==> src/rtl/alu_cmd_parser_if.sv <==
// rtl/alu_cmd_parser_if.sv - byte-in / response-out signal bundle for alu_cmd_parser
interface alu_cmd_parser_if;
  logic [7:0] rx_data;
  logic       rx_valid;
  logic [7:0] tx_data;
  logic       tx_start;
  logic       tx_busy;
  logic       busy;
  logic       frame_err;

  modport master (
    input  rx_data, rx_valid, tx_busy,
    output tx_data, tx_start, busy, frame_err
  );

  modport slave (
    output rx_data, rx_valid, tx_busy,
    input  tx_data, tx_start, busy, frame_err
  );
endinterface

==> src/rtl/alu_cmd_parser.sv <==
// rtl/alu_cmd_parser.sv - assembles {opcode,A,B} frames, runs one 8-bit ALU op, sends {result,status}
module alu_cmd_parser #(
  parameter int CLK_FREQ       = 125000000,
  parameter int TIMEOUT_CYCLES = CLK_FREQ / 100
) (
  input logic              clk,
  input logic              rst,
  alu_cmd_parser_if.master bus
);
  typedef enum logic [2:0] {
    WAIT_OP, WAIT_A, WAIT_B, EXEC, SEND_RES, HOLD_RES, SEND_STAT, HOLD_STAT
  } state_t;

  localparam logic [23:0] TMO_LAST = 24'(TIMEOUT_CYCLES - 1);

  state_t      state, state_next;
  logic [7:0]  opcode, a, b, result, status, tx_hold;
  logic [23:0] tmo_cnt;
  logic        hold_armed, frame_err_q;
  logic        tmo_hit, overrun, send_now;
  logic [7:0]  tx_byte, alu_res, alu_stat;
  logic [8:0]  add9, sub9;
  logic [15:0] prod;
  logic        alu_c, alu_v, alu_inv;

  always_comb begin
    state_next = state;
    tmo_hit    = 1'b0;
    send_now   = 1'b0;
    case (state)
      WAIT_OP: if (bus.rx_valid) state_next = WAIT_A;
      WAIT_A, WAIT_B: begin
        if (bus.rx_valid) begin
          state_next = (state == WAIT_A) ? WAIT_B : EXEC;
        end else if (tmo_cnt == TMO_LAST) begin
          tmo_hit    = 1'b1;
          state_next = WAIT_OP;
        end
      end
      EXEC: state_next = SEND_RES;
      SEND_RES, SEND_STAT: begin
        if (!bus.tx_busy) begin
          send_now   = 1'b1;
          state_next = (state == SEND_RES) ? HOLD_RES : HOLD_STAT;
        end
      end
      // The transmitter may take one cycle to raise busy, so the first HOLD cycle is ignored.
      HOLD_RES:  if (hold_armed && !bus.tx_busy) state_next = SEND_STAT;
      HOLD_STAT: if (hold_armed && !bus.tx_busy) state_next = WAIT_OP;
      default:   state_next = WAIT_OP;
    endcase
  end

  assign overrun = bus.rx_valid &&
                   (state inside {EXEC, SEND_RES, HOLD_RES, SEND_STAT, HOLD_STAT});

  assign add9 = {1'b0, a} + {1'b0, b};
  assign sub9 = {1'b0, a} - {1'b0, b};
  assign prod = 16'(a) * 16'(b);

  always_comb begin
    alu_res = 8'h00;
    alu_c   = 1'b0;
    alu_v   = 1'b0;
    alu_inv = 1'b0;
    case (opcode)
      8'h00: begin
        alu_res = add9[7:0];
        alu_c   = add9[8];
        alu_v   = (a[7] == b[7]) && (add9[7] != a[7]);
      end
      8'h01: begin
        alu_res = sub9[7:0];
        alu_c   = sub9[8];
        alu_v   = (a[7] != b[7]) && (sub9[7] != a[7]);
      end
      8'h02: alu_res = a & b;
      8'h03: alu_res = a | b;
      8'h04: alu_res = a ^ b;
      8'h05: alu_res = a << b[2:0];
      8'h06: alu_res = a >> b[2:0];
      8'h07: begin
        alu_res = prod[7:0];
        alu_c   = |prod[15:8];
      end
      default: alu_inv = 1'b1;
    endcase
    alu_stat = alu_inv ? 8'h80 : {4'b0000, (alu_res == 8'h00), alu_res[7], alu_c, alu_v};
  end

  always_ff @(posedge clk or posedge rst) begin
    if (rst) state <= WAIT_OP;
    else     state <= state_next;
  end

  always_ff @(posedge clk or posedge rst) begin
    if (rst) begin
      opcode      <= 8'h00;
      a           <= 8'h00;
      b           <= 8'h00;
      result      <= 8'h00;
      status      <= 8'h00;
      tx_hold     <= 8'h00;
      tmo_cnt     <= 24'd0;
      hold_armed  <= 1'b0;
      frame_err_q <= 1'b0;
    end else begin
      frame_err_q <= tmo_hit || overrun;
      hold_armed  <= (state == HOLD_RES) || (state == HOLD_STAT);
      if ((state == WAIT_A || state == WAIT_B) && !bus.rx_valid) tmo_cnt <= tmo_cnt + 24'd1;
      else tmo_cnt <= 24'd0;
      if (bus.rx_valid) begin
        case (state)
          WAIT_OP: opcode <= bus.rx_data;
          WAIT_A:  a      <= bus.rx_data;
          WAIT_B:  b      <= bus.rx_data;
          default: ;
        endcase
      end
      if (state == EXEC) begin
        result <= alu_res;
        status <= alu_stat;
      end
      if (send_now) tx_hold <= tx_byte;
    end
  end

  // tx_data shows the new byte in the tx_start cycle itself, then holds it until the next start.
  assign tx_byte       = (state == SEND_RES) ? result : status;
  assign bus.tx_data   = send_now ? tx_byte : tx_hold;
  assign bus.tx_start  = send_now;
  assign bus.busy      = (state != WAIT_OP);
  assign bus.frame_err = frame_err_q;
endmodule

==> src/flat_wrapper.sv <==
// flat-port wrapper written by rule: the top's interface ports become plain ports
module alu_cmd_parser_flat 
#(
  parameter int CLK_FREQ       = 125000000,
  parameter int TIMEOUT_CYCLES = CLK_FREQ / 100
)
  (clk, rst, bus_rx_data, bus_rx_valid, bus_tx_busy, bus_tx_data, bus_tx_start, bus_busy, bus_frame_err);
  alu_cmd_parser_if bus_i ();
  input logic clk;
  input logic rst;
  input wire logic [$bits(bus_i.rx_data)-1:0] bus_rx_data;
  input wire logic [$bits(bus_i.rx_valid)-1:0] bus_rx_valid;
  input wire logic [$bits(bus_i.tx_busy)-1:0] bus_tx_busy;
  output wire logic [$bits(bus_i.tx_data)-1:0] bus_tx_data;
  output wire logic [$bits(bus_i.tx_start)-1:0] bus_tx_start;
  output wire logic [$bits(bus_i.busy)-1:0] bus_busy;
  output wire logic [$bits(bus_i.frame_err)-1:0] bus_frame_err;
  assign bus_i.rx_data = bus_rx_data;
  assign bus_i.rx_valid = bus_rx_valid;
  assign bus_i.tx_busy = bus_tx_busy;
  assign bus_tx_data = bus_i.tx_data;
  assign bus_tx_start = bus_i.tx_start;
  assign bus_busy = bus_i.busy;
  assign bus_frame_err = bus_i.frame_err;
  alu_cmd_parser #(.CLK_FREQ(CLK_FREQ), .TIMEOUT_CYCLES(TIMEOUT_CYCLES)) u_core (.clk(clk), .rst(rst), .bus(bus_i));
endmodule
==> config.mk <==
export PLATFORM = sky130hd
export DESIGN_NAME = alu_cmd_parser_flat
export DESIGN_NICKNAME = d
export VERILOG_FILES = /design/src/rtl/alu_cmd_parser_if.sv /design/src/rtl/alu_cmd_parser.sv /design/src/flat_wrapper.sv
export SDC_FILE = /design/constraint.sdc
export NUM_CORES = 1
export LEC_CHECK = 0
export ABC_CLOCK_PERIOD_IN_PS = 7900
export CORE_UTILIZATION = 65
export CTS_CLUSTER_SIZE = 10
export DETAILED_ROUTE_END_ITERATION = 16
export PLACE_DENSITY = 0.94
export RECOVER_POWER = 100
export SETUP_SLACK_MARGIN = 0.1
export SYNTH_ARGS = -nofsm -noshare
export SYNTH_HDL_FRONTEND = slang
export SYNTH_SLANG_ARGS = --single-unit
==> constraint.sdc <==
create_clock -name clk -period 7.9 [get_ports clk]
set_input_delay 2.37 -clock clk [delete_from_list [all_inputs] [get_ports clk]]
set_output_delay 2.37 -clock clk [all_outputs]
set_load 0.05 [all_outputs]
==> metrics <==
cells resized by post-CTS repair=0; cts hold-fix bufs=0; gpl congestion=0.9539; global route hottest layer=met2; status=finished, violations left; met1 Use GR=between 40% and 50%; Crit. End Element=output port; # rows=37; Seq/Total Area, Yosys=around 26%; Vert. Die Dim=106.2 microns; cts bufs inserted=9; failing checks=capacitance limit, slew limit; hpwl dp=approximately 14000 microns; RSZ-0062 raised after global routing=false; design area=roughly 7400 sq um; CP Class=in2out; Setup Buffers After CTS=0; most common library cells after synthesis=93 x inv_1, 85 x nand2_1, 80 x nor2_1; DR pass1 iterations=6; CP required=about 5.5 ns; largest area contributor in the netlist=dfrtp_1; GRT Resource Usage Total=between 30% and 40%; crit-path max FO=14; post-route setup slack=roughly 0.99 ns; Max Slew Vio Count=74; Vias=6182; clk root buf=clkbuf_8; min cycle time layout=between 6 and 7 ns; Clock Tree Buf Depth=2; vias in the first global route=6093; Post-synth EDFFs=0; # setup viols final=0; ant diodes=0; worst skew pair latency=approximately 0.37 ns; net count after synthesis=920; PortBufs=22; top cells by area, synth=dfrtp_1 26%, ha_1 11%, fa_1 11%, inv_1 4.9%, nand2_1 4.5%; ys async rst share=100.0%; H-tree Lvls=3; Util after Layout=between 70% and 80%; top-area cell type share of the netlist area=25.88%; GR Util met2=between 50 and 60%; Layout area overhead=5.230%; clock sink count=73; Worst Skew=0.01448 ns; critical path, cell by cell=dlygate4sd3_1, inv_1, nand2b_1, o21ai_0, dlygate4sd3_1; CORE AREA=10420 sq um; final hold violations=0; first-pass GRT wire length=roughly 31000 microns; die area=around 11000 sq um; share of cells above drive strength 1=just over 6%; number of max-cap violations=1; Starting DRT DRC Count=around 620; largest net degree at the start of global routing=74; Rel. slew slack=-160.5%; grt total ovfl=0; Least-Margin Pin Slew=a little under 4 ns; Hold WC Path Type=reg2reg; delay-heaviest family, CP=buffers and inverters; Routed WL=18860 microns; vias per std cell=between 6 and 7; initial antenna violation count=0; ys flop type=dfrtp_1; synthesis-stage register bit count=73; Post-Place Setup Slack=between 1 and 1.5 ns; mapped cell area=7058 sq um; initial core utilization=slightly below 70%; CP max stage delay=between 0.9 and 1 ns; CTS tree=built; Worst-path clk slew=0.09 ns; Placed Instance Area=between 7000 and 8000 sq um; post-DR wirelength/cell=19.92 microns; most frequent cell after synthesis=inv_1; setup TNS=0 ns; Ys Warns=0; fin crit share=a little under 90%; CP bufs+invs=3; Netlist cell types=72; CP arrival=roughly 4.5 ns; num ports=23; Fmax=approximately 140 MHz; final-stage net count=approximately 920; M3 GR Usage=approximately 6.4%; most frequent cell on the critical path=dlygate4sd3_1; CP max stage cell=dlygate4sd3_1; drt drc=0; synthesized netlist cell count=around 810; Critical Path Source Type=input port; antenna viol nets, final=0; syn avg cell area=8.735 sq um; die extent in x=between 100 and 150 microns
cells in the final DEF (no fill, tap or decap), types with 14 or more instances in the layout:
master / n
nor2_1: 80
a21oi_1: 30
o21ai_0: 43
nand3_1: 16
xor2_1: 18
inv_1: 92
fa_1: 38
dfrtp_1: 73
ha_1: 62
nand2_1: 86
nor3_1: 18
dlygate4sd3_1: 14
nand2b_1: 16
cell type report:
class                   instances  area [sq um]
inverters                      97         364.1
flip-flops and latches         73          1827
repair buffers                 25         239.0
clock buffers                   9         123.9
well taps                     136         170.2
clock inverters                 7         55.05
fillers                       783          2989
multi-input cells             600          4648
worst paths after layout:
kind	slack (ns)	end	startpoint	cells after the start
min in group asynchronous	3.96	u_core.b[0]	rst	3
min reg2reg	0.49	u_core.result[0]	u_core.result[0]	2
min	0.49	u_core.result[0]	u_core.result[0]	2
max	0.99	bus_tx_data[0]	bus_tx_busy	5
max in group asynchronous	1.72	u_core.tmo_cnt[14]	rst	3
max reg2reg	2.57	u_core.status[1]	u_core.a[5]	15
stage by stage:
| step | cells | hold WS [ns] |
|---|---|---|
| after floorplan | 808 | 0.4251 |
| after CTS | 947 | 0.4952 |
| after global placement | 931 | 0.4384 |
| after global routing | 947 | 0.5140 |
| final | 947 | 0.4904 |
| after detailed placement | 931 | 0.4751 |
sequential cells by signal (all words and copies together) (netlist names):
register and cells:
u_core.a 8, u_core.opcode 8, u_core.result 7, u_core.tx_hold 8
u_core.hold_armed 1, u_core.tmo_cnt 24, u_core.bus.frame_err 1, u_core.b 8
u_core.state 3, u_core.status 5
per-layer routing:
| layer | vias up | part of all wire, % |
|---|---|---|
| li1 | 2771 | - |
| met1 | 2978 | 39 |
| met2 | 368 | 46 |
| met3 | 65 | 9.8 |
| met4 | 0 | 4.5 |
| met5 | - | 0 |
cell families after synthesis:
| family | Yosys count | share of synthesized area [%] |
|---|---|---|
| simple gates | 276 | 18.68 |
| compound gates | 159 | 15.21 |
| buf+inv | 135 | 8.137 |
| fa+ha+maj | 101 | 21.91 |
| flops | 73 | 25.88 |
| mux | 33 | 6.329 |
| xor+xnor | 31 | 3.847 |
worst reg2reg max path, cell delays in order (launching register included):
cell	delay, ns
dfrtp_1	0.69
inv_1	0.32
nor2_1	0.22
fa_1	0.43
inv_1	0.08
fa_1	0.44
fa_1	0.52
fa_1	0.55
inv_1	0.04
ha_1	0.35
o22ai_1	0.12
a211o_1	0.27
a2111oi_0	0.53
o211ai_1	0.16
o211ai_1	0.37
nand3_1	0.12
Power is left out: the tool's default activity adds up to more than one toggle a clock period on the data nets, which glitch-free logic cannot reach.
